===== src/rtl/pc_call_stack_pkg.sv =====
// Shared types and default sizes for the program-counter / call-stack unit.
// The instruction decoder imports pc_op_t from here.
package pc_pkg;

  typedef enum logic [2:0] {
    PC_INC  = 3'b000,
    PC_SKIP = 3'b001,
    PC_GOTO = 3'b010,
    PC_CALL = 3'b011,
    PC_RET  = 3'b100,
    PC_HOLD = 3'b101
  } pc_op_t;

  localparam int PC_W_DEF  = 13;
  localparam int TGT_W_DEF = 11;
  localparam int DEPTH_DEF = 8;

endpackage


===== src/rtl/pc_call_stack_ret_stack.sv =====
// Circular return-address LIFO with occupancy tracking and sticky error flags.
// Push and pop are mutually exclusive; the caller gates both with the phase strobe.
module ret_stack #(
  parameter int W     = 13,
  parameter int DEPTH = 8
) (
  input  logic                       clk,
  input  logic                       reset,
  input  logic                       push,
  input  logic                       pop,
  input  logic                       clear_err,
  input  logic [W-1:0]               wdata,
  output logic [W-1:0]               rdata,
  output logic [$clog2(DEPTH)-1:0]   sp,
  output logic [$clog2(DEPTH):0]     depth,
  output logic                       full,
  output logic                       empty,
  output logic                       overflow,
  output logic                       underflow
);

  localparam int SP_W = $clog2(DEPTH);
  localparam int DP_W = SP_W + 1;
  localparam logic [SP_W-1:0] SP_ONE    = SP_W'(1);
  localparam logic [DP_W-1:0] DP_ONE    = DP_W'(1);
  localparam logic [DP_W-1:0] DEPTH_MAX = DP_W'(DEPTH);

  logic [W-1:0]    mem [DEPTH];
  logic [SP_W-1:0] sp_dec;

  assign sp_dec = sp - SP_ONE;
  assign rdata  = mem[sp_dec];
  assign full   = (depth == DEPTH_MAX);
  assign empty  = (depth == '0);

  // RAM is deliberately not reset; a reset edge must still suppress the write.
  always_ff @(posedge clk) begin
    if (reset && push) mem[sp] <= wdata;
  end

  always_ff @(posedge clk) begin
    if (!reset) begin
      sp        <= '0;
      depth     <= '0;
      overflow  <= 1'b0;
      underflow <= 1'b0;
    end else begin
      if (push) begin
        sp <= sp + SP_ONE;
        if (!full) depth <= depth + DP_ONE;
      end else if (pop) begin
        sp <= sp_dec;
        if (!empty) depth <= depth - DP_ONE;
      end
      // An error raised on this edge beats a simultaneous clear.
      overflow  <= (push && full)  || (overflow  && !clear_err);
      underflow <= (pop  && empty) || (underflow && !clear_err);
    end
  end

endmodule


===== src/rtl/pc_call_stack.sv =====
// Program counter with next-PC selection and an integrated call/return stack.
// State advances only on clock edges qualified by the advance phase strobe.
module pc_call_stack
  import pc_pkg::*;
#(
  parameter int              PC_W         = PC_W_DEF,
  parameter int              TGT_W        = TGT_W_DEF,
  parameter int              DEPTH        = DEPTH_DEF,
  parameter logic [PC_W-1:0] RESET_VECTOR = '0
) (
  input  logic                     clk,
  input  logic                     reset,
  input  logic                     advance,
  input  logic [2:0]               op,
  input  logic [TGT_W-1:0]         target,
  input  logic [PC_W-TGT_W-1:0]    page_hi,
  input  logic                     skip_cond,
  input  logic                     clear_err,
  output logic [PC_W-1:0]          pc,
  output logic [$clog2(DEPTH):0]   depth,
  output logic                     stack_full,
  output logic                     stack_empty,
  output logic                     overflow,
  output logic                     underflow
);

  localparam logic [PC_W-1:0] PC_ONE = PC_W'(1);
  localparam logic [PC_W-1:0] PC_TWO = PC_W'(2);

  pc_op_t                    op_e;
  logic                      push;
  logic                      pop;
  logic [PC_W-1:0]           pc_inc;
  logic [PC_W-1:0]           pc_next;
  logic [PC_W-1:0]           ret_addr;
  logic [$clog2(DEPTH)-1:0]  sp;

  assign op_e   = pc_op_t'(op);
  assign push   = advance && (op_e == PC_CALL);
  assign pop    = advance && (op_e == PC_RET);
  assign pc_inc = pc + PC_ONE;

  // Unused encodings fall through to the default increment.
  always_comb begin
    pc_next = pc_inc;
    case (op_e)
      PC_SKIP: pc_next = pc + (skip_cond ? PC_TWO : PC_ONE);
      PC_GOTO: pc_next = {page_hi, target};
      PC_CALL: pc_next = {page_hi, target};
      PC_RET:  pc_next = ret_addr;
      PC_HOLD: pc_next = pc;
      default: pc_next = pc_inc;
    endcase
  end

  always_ff @(posedge clk) begin
    if (!reset)       pc <= RESET_VECTOR;
    else if (advance) pc <= pc_next;
  end

  ret_stack #(
    .W     (PC_W),
    .DEPTH (DEPTH)
  ) u_ret_stack (
    .clk       (clk),
    .reset     (reset),
    .push      (push),
    .pop       (pop),
    .clear_err (clear_err),
    .wdata     (pc_inc),
    .rdata     (ret_addr),
    .sp        (sp),
    .depth     (depth),
    .full      (stack_full),
    .empty     (stack_empty),
    .overflow  (overflow),
    .underflow (underflow)
  );

endmodule


===== config.mk =====
export PLATFORM = sky130hd
export DESIGN_NAME = pc_call_stack
export DESIGN_NICKNAME = d
export VERILOG_FILES = /design/src/rtl/pc_call_stack_pkg.sv /design/src/rtl/pc_call_stack_ret_stack.sv /design/src/rtl/pc_call_stack.sv
export SDC_FILE = /design/constraint.sdc
export NUM_CORES = 1
export LEC_CHECK = 0
export ABC_CLOCK_PERIOD_IN_PS = 3780
export CORE_AREA = 4 4 145 147
export CTS_BUF_LIST = sky130_fd_sc_hd__clkbuf_4 sky130_fd_sc_hd__clkbuf_8
export DETAILED_ROUTE_END_ITERATION = 7
export DIE_AREA = 0 0 149 151
export GPL_TIMING_DRIVEN = 0
export HOLD_SLACK_MARGIN = 0.06
export MAX_ROUTING_LAYER = met4
export PLACE_DENSITY_LB_ADDON = 0.05
export SLEW_MARGIN = 20
export SYNTH_ARGS = -nofsm -noshare
export SYNTH_HDL_FRONTEND = slang
export SYNTH_SLANG_ARGS = --single-unit
export TNS_END_PERCENT = 10

===== constraint.sdc =====
create_clock -name clk -period 3.78 [get_ports clk]
set_input_delay 0.756 -clock clk [delete_from_list [all_inputs] [get_ports clk]]
set_output_delay 0.756 -clock clk [all_outputs]
set_load 0.05 [all_outputs]

### Yosys cells after proc, flatten, opt, wreduce, memory -nomap -nowiden

Memories as Yosys holds them, arrays and structs flattened.
Cells that the tools add are included.

* output and inout port bits: 21
* register bits after elaboration: 22
* memory bits (writable): 104
* memories kept: 1

* add/subtract/negate cells: 6
* reductions and logical operators: 15
* bitwise operators: 1
* equal/unequal tests: 8
* multiplexer cells: 10

Memory list
* u_ret_stack.mem: depth 8, bits a word 13, rd ports 1, clocked after memory_dff 0, wr ports 1, RTL line pc_call_stack_ret_stack.sv:28 `logic [W-1:0] mem [DEPTH];`

Operator list (count)
* one-hot mux 13 bit (4 select lines): 1
* 2-to-1 mux 4 bit: 4
* adder 13 x 1 -> 13 bit (second input constant): 1
* adder 13 x 2 -> 13 bit: 1
* logical AND 1 bit: 7
* == test 3 x 2 -> 1 bit (second input constant): 2
* == test 3 bit (second input constant): 2
* 2-to-1 mux 3 bit: 2
* adder 4 x 1 -> 4 bit (second input constant): 1
* == test 4 bit (second input constant): 1
* logical NOT 4 bit: 1
* subtractor 4 x 1 -> 4 bit (second input constant): 1
* adder 3 x 1 -> 3 bit (second input constant): 1
* == test 3 x 1 -> 1 bit (second input constant): 1
* AND reduction 3 bit: 1
* subtractor 3 x 1 -> 3 bit (second input constant): 1
* logical OR 1 bit: 2
* 2-to-1 mux 1 bit: 2
* 2-to-1 mux 2 bit: 1
* inequality test 2 x 1 -> 1 bit (second input constant): 1
* inequality test 2 bit (second input constant): 1
* AND reduction 2 bit: 1
* nonzero test 2 bit: 1
* OR reduction 2 bit: 1
* other kinds (2): 2

### Logic depth before layout (Yosys ltp)

Gate-level depths: netlist of the first run.

* depth after elaboration: 5
* gate-level depth with buffers: 11
* gate-level depth less buffers: 9

### Cells and area by module

Synthesis of the first run repeated with hierarchy kept, for this count alone.

* cells, all modules: 420
* area total of the unflattened synthesis: 6055.8 um^2

Modules (own cells, without submodules)
* ret_stack: instances 1, area an instance 4526.8 um^2, cells an instance 221
* pc_call_stack: instances 1, area an instance 1529.0 um^2, cells an instance 199

### Least setup slack after synthesis of the first run

Ideal clock, no wire load.

* path kind: register to register
* from: reg u_ret_stack.depth[3]
* to: reg u_ret_stack.depth[1]
* setup slack: 0.423 ns
* stages on the path, launching flop included: 6
* required time: 3.662 ns
* arrival: 3.239 ns
* path buffers: 0
* clock period less this slack: 3.357 ns
* library setup time: 0.118 ns
* cell sequence: dfxtp_1 > nor4b_1 > o32ai_1 > nand2_1 > mux2i_1 > nor2b_1

* word-level cells in the longest chain between the ends: 3
* elaborated cells between the ends (all ways): 5
* those cells by class: 3 x eq/ne; 2 x reduce/logical

RTL lines
* from (decl): RTL line pc_call_stack_ret_stack.sv:15 `output logic [$clog2(DEPTH):0] depth,`
* from (signal assigned): RTL line pc_call_stack_ret_stack.sv:50 `if (!full) depth <= depth + DP_ONE;`
* from (signal assigned): RTL line pc_call_stack_ret_stack.sv:53 `if (!empty) depth <= depth - DP_ONE;`
* == test 4 bit: RTL line pc_call_stack_ret_stack.sv:33 `assign full = (depth == DEPTH_MAX);`
* net stack_full: RTL line pc_call_stack.sv:21 `output logic stack_full,`
* inequality test 2 bit (no line)
* AND reduction 3 bit (no line)

The timed path passes the listed nets, and every way through them passes these cells.
A chain may end at the register's enable or synchronous reset.

### Final worst setup path of the first run

* from: reg u_ret_stack.sp[0]
* to: reg pc[0]

* word-level cells in the longest chain between the ends: 3

RTL lines
* from (decl): RTL line pc_call_stack_ret_stack.sv:14 `output logic [$clog2(DEPTH)-1:0] sp,`
* from (signal assigned): RTL line pc_call_stack_ret_stack.sv:49 `sp <= sp + SP_ONE;`
* from (signal assigned): RTL line pc_call_stack_ret_stack.sv:52 `sp <= sp_dec;`
* subtractor 3 x 1 -> 3 bit: RTL line pc_call_stack_ret_stack.sv:31 `assign sp_dec = sp - SP_ONE;`
* memory (8 x 13 bit)
* one-hot mux 13 bit (4 select lines): RTL line pc_call_stack.sv:46 `case (op_e)`
* to (signal assigned): RTL line pc_call_stack.sv:58 `else if (advance) pc <= pc_next;`
* to (decl): RTL line pc_call_stack.sv:19 `output logic [PC_W-1:0] pc,`

No other way between the ends.

==> results of run 1 <==
## repair_timing
action,4_1_cts,5_1_grt
hold buffers,0,0
setup endpoints to repair,0,4
gates resized for setup,0,3
## registers in the layout, summed over array words and instances, names as in the netlist
name / count
pc: 13
u_ret_stack.sp: 3
u_ret_stack.underflow: 1
u_ret_stack.depth: 4
u_ret_stack.mem: 104
u_ret_stack.overflow: 1
## final cells by class
class,instances,area (sq um),share of cell area [%]
inverter,8,30.03,0.4240
clock inverter,13,148.9,2.102
multi-input combinational,241,2098,29.62
timing repair buffer,51,530.5,7.490
sequential,126,3563,50.31
clock buffer,18,241.5,3.409
buffer,26,132.6,1.872
tap,270,337.8,4.769
## synthesized netlist by cell type, types with 4 or more instances
cell	n	area, sq um
a22oi_1	4	30.03
nor2_1	15	56.30
buf_2	15	75.07
a221oi_1	7	61.31
xor2_1	10	87.58
nor4_1	4	25.02
nand2_1	25	93.84
ha_1	7	87.58
mux2_2	8	90.09
xnor2_1	12	105.1
a21oi_1	15	75.07
nand3_1	9	45.04
a31oi_1	4	25.02
mux4_2	26	585.6
nor2b_1	5	31.28
dfxtp_1	22	440.4
mux2i_1	7	70.07
edfxtp_1	104	3123
o21ai_0	15	75.07
nor3_1	10	50.05
and2_1	6	37.54
nand4_1	7	43.79
clkbuf_1	8	30.03
inv_1	8	30.03
## cell families after synthesis
kind of cell	Yosys count	share of synthesized area [%]
AND/OR/NAND/NOR	98	8.934
XOR/XNOR	24	3.884
adder cells (fa/ha/maj)	9	2.201
flip-flops	126	61.46
AO/OA/AOI/OAI	69	7.877
buffers and inverters	34	2.784
multiplexers	41	12.86
## final timing paths
| path | slack [ns] | end | cells after the start |
|---|---|---|---|
| setup reg to reg | 0.37 | pc[0] | 11 |
| hold / removal | 0.54 | u_ret_stack.depth[3] | 2 |
| setup / recovery | 0.37 | pc[0] | 11 |
| hold reg to reg | 0.54 | u_ret_stack.depth[3] | 2 |
## report_power, final
part	switching [uW]	internal, uW	total [uW]
clock	533	645	1180
sequential	25.7	1530	1560
combinational	270	182	452
## routing by layer
| metal | vias up | track usage (%) | share of wire (%) |
|---|---|---|---|
| li1 | 1706 | - | - |
| met2 | 111 | 23.17 | 44 |
| met4 | 0 | 6.453 | 2.9 |
| met3 | 24 | 3.321 | 4.4 |
| met5 | - | - | 0 |
| met1 | 1873 | 22.13 | 49 |
## tightest hold or removal path, stage by stage (launching register included)
cell and delay, ns:
dfxtp_1 0.34, o21ai_0 0.09, a21boi_1 0.06
## cell usage in the layout (no fill, tap or decap), types with 4 or more instances in the layout
cell / netlist / layout
a21oi_1: 15 / 15
dfxtp_1: 22 / 22
buf_2: 15 / 15
nand4_1: 7 / 7
nor4_1: 4 / 4
mux4_2: 26 / 26
mux2i_1: 7 / 7
o21ai_0: 15 / 15
mux2_2: 8 / 8
nor3_1: 10 / 8
nor2_1: 15 / 9
clkdlybuf4s50_1: 0 / 41
buf_8: 0 / 6
nor2_2: 1 / 7
and2_1: 6 / 6
nand2_1: 25 / 25
a31oi_1: 4 / 4
a22oi_1: 4 / 4
a221oi_1: 7 / 7
clkbuf_8: 0 / 17
xnor2_1: 12 / 12
nor2b_1: 5 / 5
inv_1: 8 / 8
clkbuf_1: 8 / 7
nand3_1: 9 / 9
ha_1: 7 / 7
edfxtp_1: 104 / 104
buf_4: 2 / 6
xor2_1: 10 / 10
## through the flow
step	hold WS, ns	utilization, %
6_report	0.5356	35.58
5_1_grt	0.5850	35.58
4_1_cts	0.5344	35.57
3_5_place_dp	0.5158	33.61
3_3_place_gp	0.4972	32.88
2_1_floorplan	0.6931	-
==> flow_summary.ini, run 1 <==
[timing]
period_share_pct = 90.08
relSlewSlack_pct = 46.79
grt_setup_unrepaired = no
setup-tns-final_ns = 0
finalSetupViolCount = 0
clock.fmax_mhz = 293.7
layout_min_cycle_time_ns = 3.405
final.setup.worst_slack_ns = 0.3748
hold_viol = 0
slew_violations = 0
skew_ns = 0.01743
worstMarginPinSlew_ns = 0.7982

[global_routing]
grt_overflow_total = 0
gr-usage-all-layers_pct = 16.02
grt_pass1_vias = 3876
grt_pass1_wl_um = 24850
antenna_found_initial = 0
grt_max_degree = 17

[cells_and_area]
fillCellCount = 1938
syn_to_final_growth_pct = 22.16
final_area_sq_um = 7083
drive_gt1_share_pct = 21.74
num_antenna_cells = 0
finalNonFillerCells = 753
final_nets = 501

[run]
maxCapViolCount = 0

[clocking]
cts-root-buf = clkbuf_8
htree_levels = 4
cts.path.max_buffers = 2
cts_setup_buffers = 0
numCtsBuffers = 17
insertion_delay_ns = 0.45
cts_sinks = 126
clk_pin_slew_ns = 0.08
cts_tree = yes

[pwr]
vdd_drop_max_mv = 0.1912
p_leak_uw = 0.002355
p_total_uw = 3186
power_density_nw_per_um2 = 449.9

[floorplanning]
die_area_sq_um = 22500
core_sq_um = 19910
io_pins = 42
die_x_um = 149
initial_core_util_pct = 29.12
die_h_um = 151
fp-row-count = 52

[worst_setup_path]
rr_startpoint = u_ret_stack.sp[0]
cp-end-kind = flip-flop
crit_start = u_ret_stack.sp[0]
crit_chain = buf_6 > buf_2 > inv_1 > ha_1 > buf_2 > clkbuf_1 > mux4_2 > mux2i_1 > nand2_1 > o21ai_1 > o22ai_1
crit_required_ns = 4.10
path_buf_inv = 5
critPathTopFamily = buffers and inverters
critPathMaxFanout = 10
slowest_stage = clkbuf_1
worst_path_most_repeated_cell = buf_2
arrival_ns = 3.72
cpPeakStageDelay_ns = 0.64
cp-start-kind = flip-flop
crit_type = flip-flop to flip-flop

[synth]
synth_ff_type = edfxtp_1
avgSynthCellArea_sq_um = 14.46
synth_cells = 401
synth.distinct_cells = 53
synth_seq_cells = 126
yosysSeqAreaShare_pct = 61.46
async_reset_ff_share_pct = 0
synth-edff-count = 104
synth.yosys.warnings = 0
syn-cell-area_sq_um = 5798
syn-num-nets = 431

[drt]
dr_total_vias = 3714
viasPerCell = 4.932
routedWlPerCell_um = 22.04
drt-initial-drc-count = 252
wl_um = 16600
drtAntennaViolNets = 0
drc = 0
drt_first_pass_iters = 5

[place]
placed_cell_area_sq_um = 6691
pre_cts_ws_ns = 0.1127
dp_hpwl_um = 12030
dp.cells = 722
io_buffers = 41
gp_congestion = 0.8164

[min_path]
min_path_type = flip-flop to flip-flop
hp-start = u_ret_stack.depth[3]

[run_status]
status = completed
Power figures use the tool's default switching activity.
==> run 2, diff against run 1 <==
--- a/config.mk
+++ b/config.mk
@@ -6,6 +6,7 @@
 export NUM_CORES = 1
 export LEC_CHECK = 0
 export ABC_CLOCK_PERIOD_IN_PS = 3780
+export CAP_MARGIN = 20
 export CORE_AREA = 4 4 145 147
 export CTS_BUF_LIST = sky130_fd_sc_hd__clkbuf_4 sky130_fd_sc_hd__clkbuf_8
 export DETAILED_ROUTE_END_ITERATION = 7
==> results of run 2 <==
Same layout as run 1: the final DEF is identical, and so are final timing and power.
==> run 3, diff against run 2 <==
--- a/config.mk
+++ b/config.mk
@@ -5,12 +5,13 @@
 export SDC_FILE = /design/constraint.sdc
 export NUM_CORES = 1
 export LEC_CHECK = 0
+export ABC_AREA = 1
 export ABC_CLOCK_PERIOD_IN_PS = 3780
 export CAP_MARGIN = 20
-export CORE_AREA = 4 4 145 147
+export CORE_AREA = 4 4 147 149
 export CTS_BUF_LIST = sky130_fd_sc_hd__clkbuf_4 sky130_fd_sc_hd__clkbuf_8
 export DETAILED_ROUTE_END_ITERATION = 7
-export DIE_AREA = 0 0 149 151
+export DIE_AREA = 0 0 151 153
 export GPL_TIMING_DRIVEN = 0
 export HOLD_SLACK_MARGIN = 0.06
 export MAX_ROUTING_LAYER = met4
==> run 3 against run 2 <==
Net effect: clock-buffer cell count shrank 1; total power shrank 2.2%; sequential share of layout area shrank 1.2 points; clock skew shrank 0.0089 ns; combinational power shrank 5.8%; cell count grew 30%; setup slack gained 0.45 ns; first-iteration DRC count shrank 14%; critical endpoint is now u_ret_stack.mem[2][5]; largest cell class unchanged; largest power group unchanged.
==> flow_summary.ini, run 3 <==
[run_status]
status = completed

[floorplanning]
die_x_um = 151
fp-row-count = 52
die_h_um = 153
initial_core_util_pct = 29.81
die_area_sq_um = 23100
io_pins = 42
core_sq_um = 20170

[timing]
layout_min_cycle_time_ns = 2.954
timing.hold.ws_ns = 0.4683
period_share_pct = 78.16
hold_viol = 0
clock.fmax_mhz = 338.5
relSlewSlack_pct = 45.30
finalSetupViolCount = 0
slew_violations = 0
grt_setup_unrepaired = no
setup-tns-final_ns = 0
worstMarginPinSlew_ns = 0.8177
skew_ns = 0.008528

[cells_and_area]
final_cell_mix = nand2_1, edfxtp_1, nor2_1, o21ai_0, nand3_1
num_antenna_cells = 0
top_regs = u_ret_stack.mem: 104 flops, pc: 13 flops, u_ret_stack.depth: 4 flops
multi_input_area_sq_um = 2155
syn_to_final_growth_pct = 20.69
regMostFlops = u_ret_stack.mem
fin_util_pct = 35.97
ff_latch_area_sq_um = 3563
drive_gt1_share_pct = 11.95
final_nets = 728
fillCellCount = 2098
largest_reg_flops = 104
final_common_cell = nand2_1

[clocking]
cts_tree = yes
cts_resized = 0
numCtsBuffers = 17
htree_levels = 4
clk_pin_slew_ns = 0.08
cts-root-buf = clkbuf_8
cts_sinks = 126
cts_setup_buffers = 0
cts.path.max_buffers = 2
insertion_delay_ns = 0.44
hold_buffers = 0

[worst_setup_path]
slowest_stage = clkdlybuf4s50_1
crit_required_ns = 3.92
arrival_ns = 3.10
crit_type = primary input to flip-flop
cp-end-kind = flip-flop
worst_path_most_repeated_cell = nand2_1
crit_chain = clkdlybuf4s50_1 > nand2_1 > nor2_4 > inv_2 > nor2_1 > nand2_1 > nor3_2 > buf_4
cpPeakStageDelay_ns = 0.61
cp-start-kind = primary input
critPathMaxFanout = 7

[global_routing]
grt_pass1_wl_um = 28210
grt_max_degree = 17
grt_pass1_vias = 4604
grt_overflow_total = 0
antenna_found_initial = 0
gr-usage-all-layers_pct = 16.85

[synth]
avgSynthCellArea_sq_um = 9.558
synth.distinct_cells = 36
synth_seq_cells = 126
synth.yosys.warnings = 0
synth_ff_type = edfxtp_1
synth_cells = 629
async_reset_ff_share_pct = 0
yosysSeqAreaShare_pct = 59.27
synth.most_common_cell = nand2_1
synth-edff-count = 104
synth_common_cells = nand2_1, edfxtp_1, nor2_1
syn-cell-area_sq_um = 6012
synth_top_area_share_pct = 51.95
yosys-top-cells-area = edfxtp_1, nand2_1, dfxtp_1
syn-num-nets = 659
yosysTopAreaCell = edfxtp_1

[pwr]
p_total_uw = 3116
p_leak_uw = 0.002683
vdd_drop_max_mv = 0.2123
power_density_nw_per_um2 = 429.4

[drt]
dr_total_vias = 4605
viasPerCell = 4.694
drtAntennaViolNets = 0
drc = 0
wl_um = 18090
drt-initial-drc-count = 217
drt_first_pass_iters = 4
routedWlPerCell_um = 18.44

[place]
io_buffers = 41
gp_congestion = 0.8826
dp_hpwl_um = 13010

[run]
maxCapViolCount = 0

[min_path]
min_path_type = flip-flop to flip-flop
## run 3: worst paths after layout
kind / startpoint / cells past startpoint / slack [ns] / end
max: advance / 8 / 0.83 / u_ret_stack.mem[2][5]
min: u_ret_stack.overflow / 2 / 0.47 / u_ret_stack.overflow
max reg2reg: u_ret_stack.sp[0] / 9 / 0.96 / pc[2]
min reg2reg: u_ret_stack.overflow / 2 / 0.47 / u_ret_stack.overflow
## run 3: per-stage QoR
step                cell area (sq um)  cells  setup WS (ns)
floorplan                        6012    629         0.9932
global placement                 6760    940        -0.8352
detailed placement               6874    949         0.2909
CTS                              7256    981         0.7774
global route                     7256    981         0.5873
finish                           7256    981         0.8256
## run 3: area by class of cell
cell class	count	area share [%]
timing repair buffer	50	6.743
inverter	50	2.587
sequential	126	49.11
clock buffer	17	3.225
tap	270	4.656
buffer	27	1.949
multi-input combinational	426	29.69
clock inverter	15	2.035
## run 3: routing by layer
metal / wire length (um) / GRT usage, % / up-vias
li1: - / - / 2303
met1: 8876 / 22.91 / 2206
met3: 486 / 2.991 / 15
met5: 0 / - / -
met4: 212 / 4.793 / 0
met2: 8511 / 25.90 / 81
## run 3: worst max-delay path: cells and delay by family
| kind | cells | cell delay, ns |
|---|---|---|
| buffers and inverters | 3 | 1.06 |
| AND/OR/NAND/NOR | 5 | 1.28 |
## run 3: cells by family (layout without fill, tap and decap cells)
logic type	Yosys count	count (layout)	share of synthesized area [%]
AND/OR/NAND/NOR	295	295	21.02
XOR/XNOR	11	11	1.728
adder cells (fa/ha/maj)	9	9	2.123
AO/OA/AOI/OAI	111	111	10.39
buffers and inverters	77	159	5.474
flip-flops	126	126	59.27
## run 3: where the power goes
group / total [uW] / switching (uW) / internal, uW
Clock: 1140 / 556 / 580
Sequential: 1550 / 24.4 / 1530
Combinational: 426 / 292 / 134
Total: 3120 / 872 / 2240
